**config.mk**
```make
export PLATFORM = sky130hd
export DESIGN_NAME = mc_ctrl
export DESIGN_NICKNAME = d
export VERILOG_FILES = /design/src/rtl/mc_ctrl.sv
export SDC_FILE = /design/constraint.sdc
export NUM_CORES = 1
export LEC_CHECK = 0
export CORE_ASPECT_RATIO = 1.5
export CORE_MARGIN = 4
export CORE_UTILIZATION = 30
export CTS_CLUSTER_DIAMETER = 80
export DETAILED_ROUTE_END_ITERATION = 10
export PLACE_DENSITY_LB_ADDON = 0.12
export SYNTH_ARGS = -nofsm -noshare
export SYNTH_HDL_FRONTEND = slang
export SYNTH_SLANG_ARGS = --single-unit
```
**constraint.sdc**
```tcl
create_clock -name clk -period 1.7 [get_ports clk]
set_input_delay 0.34 -clock clk [delete_from_list [all_inputs] [get_ports clk]]
set_output_delay 0.34 -clock clk [all_outputs]
set_load 0.01 [all_outputs]
```
**src/rtl/mc_ctrl.sv**
```systemverilog
// Multi-cycle MIPS control FSM: FETCH/DECODE/EXEC/MEM/WB sequencing of a shared memory port and ALU.
// Optional performance counters (cyc_cnt, instr_cnt) are built when MC_CTRL_PERF_EN is defined.
//
// state  | meaning
// FETCH  | read instruction at PC, PC += 4 on mem_ready
// DECODE | latch opcode, precompute branch target, jump or flag illegal
// EXEC   | ALU operation for R-type/addi/address calc/beq compare
// MEM    | data memory read (lw) or write (sw), held until mem_ready
// WB     | register file write from ALU out or memory data
module mc_ctrl (
    input  logic        clk,
    input  logic        rst,
    input  logic [5:0]  opcode,
    input  logic        mem_ready,
    output logic        ir_write,
    output logic        pc_write,
    output logic        pc_cond_write,
    output logic [1:0]  pc_src,
    output logic        iord,
    output logic        memRead_sel,
    output logic        MemWrite_sel,
    output logic        regDst_sel,
    output logic        MemtoReg_sel,
    output logic        RegWrite_sel,
    output logic        alu_srcA,
    output logic [1:0]  alu_srcB,
    output logic [1:0]  ALU_op,
`ifdef MC_CTRL_PERF_EN
    output logic [31:0] cyc_cnt,
    output logic [31:0] instr_cnt,
`endif
    output logic        illegal_op,
    output logic [2:0]  state
);

    localparam logic [5:0] OP_RTYPE = 6'h00;
    localparam logic [5:0] OP_LW    = 6'h23;
    localparam logic [5:0] OP_SW    = 6'h2B;
    localparam logic [5:0] OP_BEQ   = 6'h04;
    localparam logic [5:0] OP_J     = 6'h02;
    localparam logic [5:0] OP_ADDI  = 6'h08;

    typedef enum logic [2:0] {
        S_FETCH  = 3'd0,
        S_DECODE = 3'd1,
        S_EXEC   = 3'd2,
        S_MEM    = 3'd3,
        S_WB     = 3'd4
    } state_t;

    state_t     state_q, state_d;
    logic [5:0] op_q;
    logic       op_legal;
    logic       to_fetch_legal;

    assign state = state_q;

    always_comb begin
        op_legal = 1'b0;
        case (opcode)
            OP_RTYPE, OP_LW, OP_SW, OP_BEQ, OP_J, OP_ADDI: op_legal = 1'b1;
            default: op_legal = 1'b0;
        endcase
    end

    always_ff @(posedge clk) begin
        if (rst) begin
            state_q <= S_FETCH;
            op_q    <= 6'h00;
        end else begin
            state_q <= state_d;
            if (state_q == S_DECODE)
                op_q <= opcode;
        end
    end

    always_comb begin
        state_d = state_q;
        case (state_q)
            S_FETCH:  if (mem_ready) state_d = S_DECODE;
            S_DECODE: begin
                if (!op_legal || opcode == OP_J) state_d = S_FETCH;
                else                             state_d = S_EXEC;
            end
            S_EXEC: begin
                case (op_q)
                    OP_LW, OP_SW: state_d = S_MEM;
                    OP_BEQ:       state_d = S_FETCH;
                    default:      state_d = S_WB;
                endcase
            end
            S_MEM: begin
                if (mem_ready) state_d = (op_q == OP_LW) ? S_WB : S_FETCH;
            end
            S_WB:    state_d = S_FETCH;
            default: state_d = S_FETCH;
        endcase
    end

    // DECODE uses the live opcode because op_q only captures it at the end of that cycle.
    // Write strobes are suppressed under reset so an interrupted access leaves no side effect.
    always_comb begin
        ir_write      = 1'b0;
        pc_write      = 1'b0;
        pc_cond_write = 1'b0;
        pc_src        = 2'b00;
        iord          = 1'b0;
        memRead_sel   = 1'b0;
        MemWrite_sel  = 1'b0;
        regDst_sel    = 1'b0;
        MemtoReg_sel  = 1'b0;
        RegWrite_sel  = 1'b0;
        alu_srcA      = 1'b0;
        alu_srcB      = 2'b00;
        ALU_op        = 2'b00;
        illegal_op    = 1'b0;
        case (state_q)
            S_FETCH: begin
                memRead_sel = 1'b1;
                alu_srcB    = 2'b01;
                ir_write    = mem_ready && !rst;
                pc_write    = mem_ready && !rst;
            end
            S_DECODE: begin
                alu_srcB = 2'b10;
                if (!op_legal) begin
                    illegal_op = !rst;
                end else if (opcode == OP_J) begin
                    pc_write = !rst;
                    pc_src   = 2'b01;
                end
            end
            S_EXEC: begin
                alu_srcA = 1'b1;
                case (op_q)
                    OP_RTYPE: ALU_op = 2'b10;
                    OP_BEQ: begin
                        ALU_op        = 2'b01;
                        pc_cond_write = !rst;
                    end
                    default: alu_srcB = 2'b10;
                endcase
            end
            S_MEM: begin
                iord = 1'b1;
                if (op_q == OP_LW) memRead_sel  = 1'b1;
                else               MemWrite_sel = !rst;
            end
            S_WB: begin
                RegWrite_sel = !rst;
                regDst_sel   = (op_q == OP_RTYPE);
                MemtoReg_sel = (op_q == OP_LW);
            end
            default: ;
        endcase
    end

`ifdef MC_CTRL_PERF_EN
    always_comb begin
        to_fetch_legal = 1'b0;
        case (state_q)
            S_DECODE: to_fetch_legal = (opcode == OP_J);
            S_EXEC:   to_fetch_legal = (op_q == OP_BEQ);
            S_MEM:    to_fetch_legal = mem_ready && (op_q == OP_SW);
            S_WB:     to_fetch_legal = 1'b1;
            default:  to_fetch_legal = 1'b0;
        endcase
    end

    always_ff @(posedge clk) begin
        if (rst) begin
            cyc_cnt   <= 32'd0;
            instr_cnt <= 32'd0;
        end else begin
            cyc_cnt <= cyc_cnt + 32'd1;
            if (to_fetch_legal)
                instr_cnt <= instr_cnt + 32'd1;
        end
    end
`else
    assign to_fetch_legal = 1'b0;
`endif

endmodule
```
==> results of run 1 <==
==> path summary, 6_finish.rpt <==
check	from	endpoint	slack, ps
max	op_q[5]	alu_srcB[1]	-320
min	op_q[4]	op_q[4]	470
max reg2reg	op_q[4]	state[2]	210
min reg2reg	op_q[4]	op_q[4]	470
==> cells by family after synthesis <==
logic type,count (synthesis),share of synthesized area [%]
AND/OR/NAND/NOR,46,44.1
AO/OA/AOI/OAI,19,18.4
buffers and inverters,10,8.17
flip-flops,9,27.4
XOR/XNOR,1,1.33
other,1,0.570
==> cell type report <==
| type | instances | area share [%] |
|---|---|---|
| sequential | 9 | 15.1 |
| tap | 22 | 2.20 |
| timing repair buffer | 61 | 38.7 |
| inverter | 5 | 1.50 |
| multi-input combinational | 67 | 40.4 |
| clock buffer | 4 | 2.10 |
==> per-layer routing <==
layer	wire length, um	global-route usage, %
met1	791	13.8
met2	1150	27.2
met5	0	0
met3	117	3.84
met4	75	8.90
==> sequential cells by signal, indices dropped and copies added (netlist names) <==
register and flops:
op_q 6, state 3
==> stage by stage <==
step                      setup slack [ps]  instances
after CTS                             -323        167
after floorplan                       5.11         86
after global routing                  -375        168
after detailed placement              -656        157
final                                 -317        168
after global placement                -630        157
==> worst min-delay path: stages, from the launching register on <==
cell and delay [ps]:
dfxtp_2 330, nand2_1 50, a21oi_1 50
==> placed cells by master, fill, tap and decap left out, drive strengths merged, types with 2 or more instances in the layout <==
cell,n
nand2,12
nor2,6
nor3,4
clkbuf,4
or2,2
buf,49
o21ai,3
dlygate4sd2,2
or3,2
nor3b,2
a21oi,7
nand3b,3
clkdlybuf4s50,4
dfxtp,9
nor4b,2
inv,5
nor2b,2
nand2b,2
clkdlybuf4s15,5
or3b,3
==> power breakdown <==
| group | leakage (nW) | internal, mW | switching [mW] | total, mW |
|---|---|---|---|---|
| clock | 0.0150 | 0.0904 | 0.0729 | 0.163 |
| sequential | 0.0759 | 0.219 | 0.00730 | 0.226 |
| combinational | 0.473 | 0.0950 | 0.0744 | 0.169 |
| total | 0.564 | 0.404 | 0.155 | 0.559 |
==> synthesized netlist by cell type (all sizes together), types with 2 or more instances <==
| library cell | instances |
|---|---|
| nand2 | 12 |
| dfxtp | 9 |
| a21oi | 7 |
| nor2 | 6 |
| inv | 5 |
| buf | 4 |
| nor3 | 4 |
| nand3b | 3 |
| o21ai | 3 |
| or3b | 3 |
| nand2b | 2 |
| nor2b | 2 |
| nor3b | 2 |
| nor4b | 2 |
| or2 | 2 |
| or3 | 2 |
==> what timing repair did <==
item                                    4_1_cts  5_1_grt
setup buffers                                 6        1
endpoints found under the setup margin       16       15
resized for setup                            92       16
pin swaps                                     9        3
hold buffers                                  0        0
gates cloned                                  0        0
endpoints found under the hold margin         0        0
==> impl_results.md, run 1 <==
- CTS tree: done
- Footprint of the multi-input gates: ~500 um^2
- Worst hold path depth: 2
- Critical Path AT: 1680 ps
- Post-synth cell types: 40
- Endpoints failing hold: 0
- Clock sink total: 9
- Status: finished, violations left
- Post-DP Area: roughly 1100 um^2
- Clock latency on the worst-skew pair: ~250 ps
- RSZ-0062 raised after global routing: true
- Maximum vdd drop: 363 uV
- Nets: 156
- Post-synth EDFFs: 0
- Die H: 65.4 um
- Final critical-path share of the clock period: 119%
- GPL Wtd Cong: 0.808
- Sum Neg Setup Slack: -2190 ps
- Mapped Cells: 86
- Vias in the first global route: 867
- Total number of vias: 853
- Crit Path Class: register to output port
- Register Area: between 150 and 200 um^2
- Detailed Routing Iterations Pass 1: 4
- Critical path's slowest cell: or4_4
- Synth Area per Inst: 7.65 um^2
- Die Wd: 46.2 um
- First-pass GRT wire length: roughly 3.4 mm
- Post-detail-place hpwl: 1.66 mm
- Post-route ant nets: 0
- Residual DRC: 0
- Peak Freq: 0.496 GHz
- Hold Crit Class: register to register
- Critical Path RT: 1360 ps
- Final core utilization: 60.9%
- Final Max Slew Viols: 0
- Row count: 20
- Top_reg_cell synth: dfxtp_1
- Routed wire per std cell: between 10 and 15 um
- Routed WL: 2.14 mm
- Reg clk slew, reported paths: 60 ps
- Max incr delay on CP: 530 ps
- Reg2Reg Depth: 5
- Synth Warn #: 0
- H-tree Lvls: 1
- Largest net degree at the start of global routing: 10
- Maximum fanout along the worst path: 3
- Core Area: 2050 um^2
- Total gr overflow: 0
- Root buffer cell: clkbuf_4
- PwrDens: 447 nW/um^2
- Post-synthesis sequential area ratio: 27.4%
- CTS max path bufs: 2
- Total power: 0.559 mW
- Final Cell Area: 1250 um^2
- Max Cap Viol: 0
- Effective utilization at floorplan: 32.1%
- Initial DRC count: 8
- Gr usage total: 15.0%
- Hold slack: 467 ps
- Vias per cell: just over 5
- Die footprint: between 3000 and 4000 um^2
- Number of port buffers: 27
- P_leak: 0.564 nW
- CP startpoint kind: register
- Yosys top cell by area: dfxtp_1
- Share of Yosys cell area claimed by the top area cell type: 27.4%
- Async SR Flop Fraction: 0%
- CP delay by family, top: simple AND/OR/NAND/NOR gates
- CTS Buf Count: 3
- Setup crit end kind: output port
- Initial antenna violation count: 0
- Synthesized cell area: 658 um^2
- Synth top area cells: dfxtp_1, nand2_1, a21oi_1
- # setup viols final: 11
- WP buf/inv: 1
- # diodes: 0
- Critical Path, Cell by Cell: or4_4 -> or2_4 -> a21o_1 -> buf_2
- Worst setup margin: -317 ps
- Critical Path Stages: 4
- Fillers: 190
- Synth-to-Final Area Change: 89.7%
- Mapped Nets: 95
- Yosys reg bits: 9
- Layout cells sized above 1: 55.5%
- Fin crit period: 2020 ps
- Clock skew: 2.01 ps
- Io pins: 29
- Failing checks: setup timing
Power figures use the tool's default switching activity.
==> run 2, diff against run 1 <==
SETUP_SLACK_MARGIN = 0.15   (was not set)
==> impl_results.md, run 2 (same netlist as run 1, synthesis figures left out) <==
- Failing checks: setup timing
- CTS max path bufs: 2
- Routed WL: ~2.3 mm
- Critical Path AT: approximately 1700 ps
- Vias per cell: 5.05
- Initial antenna violation count: 0
- Placed cells: 157
- Max Cap Viol: 0
- Commonest cells after routing, fill and taps aside: buf_4, buf_2, nand2_1
- CTS tree: done
- Effective utilization at floorplan: 32.1%
- Clock latency on the worst-skew pair: 260 ps
- Status: finished, violations left
- H-tree Lvls: 1
- Final Max Slew Viols: 0
- Die Wd: roughly 46 um
- Die H: around 65 um
- Post-route ant nets: 0
- Core Area: 2050 um^2
- Fillers: 207
- Reg clk slew, reported paths: 60 ps
- Sw Share: ~28%
- Synth-to-Final Area Change: 95.2%
- Row count: 20
- # diodes: 0
- Commonest non-fill, non-tap cell in the layout: buf_4
- PwrDens: 444 nW/um^2
- CP startpoint kind: register
- Gate power share: a little under a third
- Worst hold path depth: 3
- R2R Setup Slk: 180 ps
- First-pass GRT wire length: roughly 3.6 mm
- Crit Path Class: register to output port
- Residual DRC: 0
- Critical Path RT: 1360 ps
- Gr usage total: 16.2%
- Clock sink total: 9
- Register share of total power: 39.6%
- Detailed Routing Iterations Pass 1: 2
- Final core utilization: a little over three fifths
- Worst R2R End: state[2]
- Number of port buffers: 27
- Reg2Reg Depth: 5
- Hold Crit Class: input pin to register
- Internal power component: 0.408 mW
- RSZ-0062 raised after global routing: true
- # setup viols final: 11
- Reg-to-reg startpoint: op_q[4]
- Endpoints failing hold: 0
- Post-detail-place hpwl: 1.61 mm
- Initial DRC count: 4
- Fin crit period: 2000 ps
- Largest register FFs: 6
- Clock Power Share: 29.1%
- Net Sw Power: roughly 0.16 mW
- CTS Buf Count: 3
- Worst setup margin: -301 ps
- Routed wire per std cell: roughly 13 um
- Maximum vdd drop: 375 uV
- GPL Wtd Cong: approximately 0.75
- Largest net degree at the start of global routing: 9
- Non-filler cells, final: 170
- Total power: 0.570 mW
- Most flops, register: op_q
- Io pins: 29
- Nets: approximately 160
- Layout cells sized above 1: 59.5%
- Final critical-path share of the clock period: 118%
- Peak Freq: 0.500 GHz
- Cts hold-fix bufs: 0
- Clock skew: 0.216 ps
- Hold Startpoint: opcode[0]
- P_leak: ~0.6 nW
- Vias in the first global route: 819
- Total gr overflow: 0
- Root buffer cell: clkbuf_4
- Setup crit end kind: output port
- Total number of vias: 858
- Hold Path End: op_q[0]
- Maximum fanout along the worst path: 3
- Die footprint: around 3000 um^2
[run 2: metrics by stage]
step | hold WS, ps | setup TNS, ps | instance area (um^2) | worst slack (ps)
3_5_place_dp | 468 | -6500 | 1180 | -695
6_report | 461 | -2180 | 1280 | -301
2_1_floorplan | 445 | 0 | 728 | 89.0
5_1_grt | 474 | -3010 | 1280 | -358
3_3_place_gp | 460 | -6420 | 1180 | -672
4_1_cts | 454 | -2280 | 1250 | -331
[run 2: power by group through the flow]
stage               combinational [mW]  sequential, mW  clock (mW)
floorplan                       0.0826           0.233           0
global placement                 0.170           0.231           0
detailed placement               0.170           0.232           0
CTS                              0.174           0.226       0.171
global route                     0.195           0.227       0.187
finish                           0.178           0.226       0.166
[run 2: layer usage]
metal	GRT usage (%)	part of all wire, %	vias to the layer above
li1	-	-	432
met2	30.5	57	25
met4	4.27	1.6	0
met1	16.1	37	397
met5	0	0	-
met3	4.66	5.2	4
[run 2: layout make-up]
| type | instances | area [um^2] | share of cell area [%] |
|---|---|---|---|
| sequential | 9 | 193 | 15.0 |
| inverter | 5 | 18.8 | 1.46 |
| tap | 22 | 27.5 | 2.14 |
| timing repair buffer | 63 | 490 | 38.2 |
| clock buffer | 4 | 26.3 | 2.04 |
| multi-input combinational | 67 | 529 | 41.2 |
[run 2: critical path: stages (launching register included)]
cell and delay [ps]:
dfxtp_2 320, or4_4 530, or2_4 270, a21o_1 150, buf_2 130
[run 2: how the worst max path moves through the flow]
stage / end / start
2_1_floorplan: alu_srcB[1] / op_q[5]
3_3_place_gp: pc_write / opcode[5]
3_5_place_dp: illegal_op / opcode[3]
4_1_cts: alu_srcB[1] / op_q[1]
5_1_grt: alu_srcB[1] / op_q[1]
6_report: alu_srcB[1] / op_q[1]
[run 2: repair_timing]
action,in CTS,in global routing
gates resized for setup,105,4
setup endpoints to repair,20,17
buffers inserted,7,2
pin swaps,11,5
endpoints found under the hold margin,0,0
gates cloned,0,0
==> run 3, diff against run 2 <==
CORE_MARGIN = 2   (was 4)
clock period = 2.3 ns   (was 1.7 ns; I/O delays follow)
==> impl_results.md, run 3 (same netlist as run 1, synthesis figures left out) <==
- Status: finished clean
- Final critical-path share of the clock period: 92.9%
- Critical path's slowest cell: or3b_4
- # diodes: 0
- Final Max Slew Viols: 0
- Cts hold-fix bufs: 0
- Critical Path RT: around 1800 ps
- Most flops, register: op_q
- Core Area: 2050 um^2
- Critical Path, Cell by Cell: nand3b_1 -> or3b_4 -> buf_6 -> buf_6 -> o21a_1 -> buf_2
- Total gr overflow: 0
- Io pins: 29
- Final Cell Area: about 1100 um^2
- H-tree Lvls: 1
- Largest net degree at the start of global routing: 9
- Die footprint: 2590 um^2
- Vias per cell: 4.91
- Die H: just over 60 um
- Residual DRC: 0
- Crit path top cell by count: buf_6
- Max incr delay on CP: 400 ps
- Clock skew: approximately 1.9 ps
- Largest register FFs: 6
- Layout cells sized above 1: between 40% and 50%
- Gr usage total: around 16%
- Synth-to-Final Area Change: 70.3%
- Clock sink total: 9
- Clock latency on the worst-skew pair: between 200 and 300 ps
- Total number of vias: 781
- Post-detail-place hpwl: 1.41 mm
- Commonest cells after routing, fill and taps aside: buf_4, nand2_1, buf_2
- Root buffer cell: clkbuf_4
- Reg clk slew, reported paths: 60 ps
- Fin crit period: around 2100 ps
- Post-route ant nets: 0
- RSZ-0062 raised after global routing: true
- Routed wire per std cell: 12.2 um
- Crit Path Class: register to output port
- Peak Freq: 0.468 GHz
- Initial antenna violation count: 0
- Critical Path AT: approximately 1700 ps
- Vias in the first global route: 730
- First-pass GRT wire length: 3.05 mm
- Die Wd: between 40 and 50 um
- CTS tree: done
- CTS max path bufs: 2
- Post-placement setup slack: -262 ps
- # setup viols final: 0
- CTS Buf Count: 3
- Endpoints failing hold: 0
- Hold Crit Class: input pin to register
- Maximum fanout along the worst path: 3
- Maximum vdd drop: 235 uV
- GPL Wtd Cong: roughly 0.76
- Worst setup margin: 164 ps
- Row count: 20
- Setup crit end kind: output port
- Final core utilization: 54.6%
- Nets: 147
- Initial DRC count: 8
- Number of port buffers: 27
- Effective utilization at floorplan: between 30% and 40%
- PwrDens: 355 nW/um^2
- Sum Neg Setup Slack: 0 ps
- Commonest non-fill, non-tap cell in the layout: buf_4
- Max Cap Viol: 0
- Post-DP Area: around 1100 um^2
- Detailed Routing Iterations Pass 1: 4
- P_leak: 0.529 nW
- Routed WL: 1.94 mm
- CP startpoint kind: register
-- run 3: cell count changes in the layout (fill, tap and decap cells not counted), moves of 3 or more --
cell	before	now
clkdlybuf4s50_1	1	6
clkbuf_2	0	4
dlymetal6s2s_1	0	3
inv_2	3	0
buf_6	9	2
inv_1	2	5
buf_4	30	23
buf_2	14	8
-- run 3: through the flow --
step	cells	hold WS (ps)	power, mW
floorplan	86	445	0.222
detailed placement	148	463	0.279
global route	159	460	0.419
finish	159	454	0.398
CTS	158	461	0.399
global placement	148	460	0.279
-- run 3: final cells by class --
type / instances / area [um^2]
fill: 193 / 931
sequential: 9 / 185
inverter: 5 / 18.8
multi-input combinational: 67 / 457
tap: 22 / 27.5
clock buffer: 4 / 26.3
timing repair buffer: 52 / 407
-- run 3: worst paths after layout --
check / from / end / slack [ps] / depth (start not counted)
worst max-delay path: op_q[4] / MemWrite_sel / 160 / 6
worst min-delay path: opcode[3] / op_q[3] / 450 / 3
worst max register to register: op_q[4] / state[2] / 790 / 6
worst min register to register: op_q[5] / op_q[5] / 460 / 2
-- run 3: repair_timing --
item                                    CTS  global route
buffers inserted                          6             1
endpoints found under the setup margin   14            12
pin swaps                                 6            10
gates resized for setup                  51            16
-- run 3: per-layer routing --
layer	GRT usage (%)	part of all wire (%)	up-vias
li1	-	-	407
met1	16.6	42	346
met2	28.8	51	22
met3	3.52	4.2	6
met4	8.48	2.8	0
met5	0	0	-
-- run 3: report_power, final --
part	switching, mW	internal (mW)	leakage, nW
logic	0.0472	0.0567	0.439
registers	0.00686	0.163	0.0751
clock network	0.0573	0.0670	0.0150
total	0.111	0.286	0.529
-- run 3: critical path: cells and delay by family (launching register included) --
| kind | cells | cell delay [ps] |
|---|---|---|
| AO/OA/AOI/OAI | 1 | 150 |
| flip-flops | 1 | 330 |
| buffers and inverters | 3 | 360 |
| AND/OR/NAND/NOR | 2 | 570 |
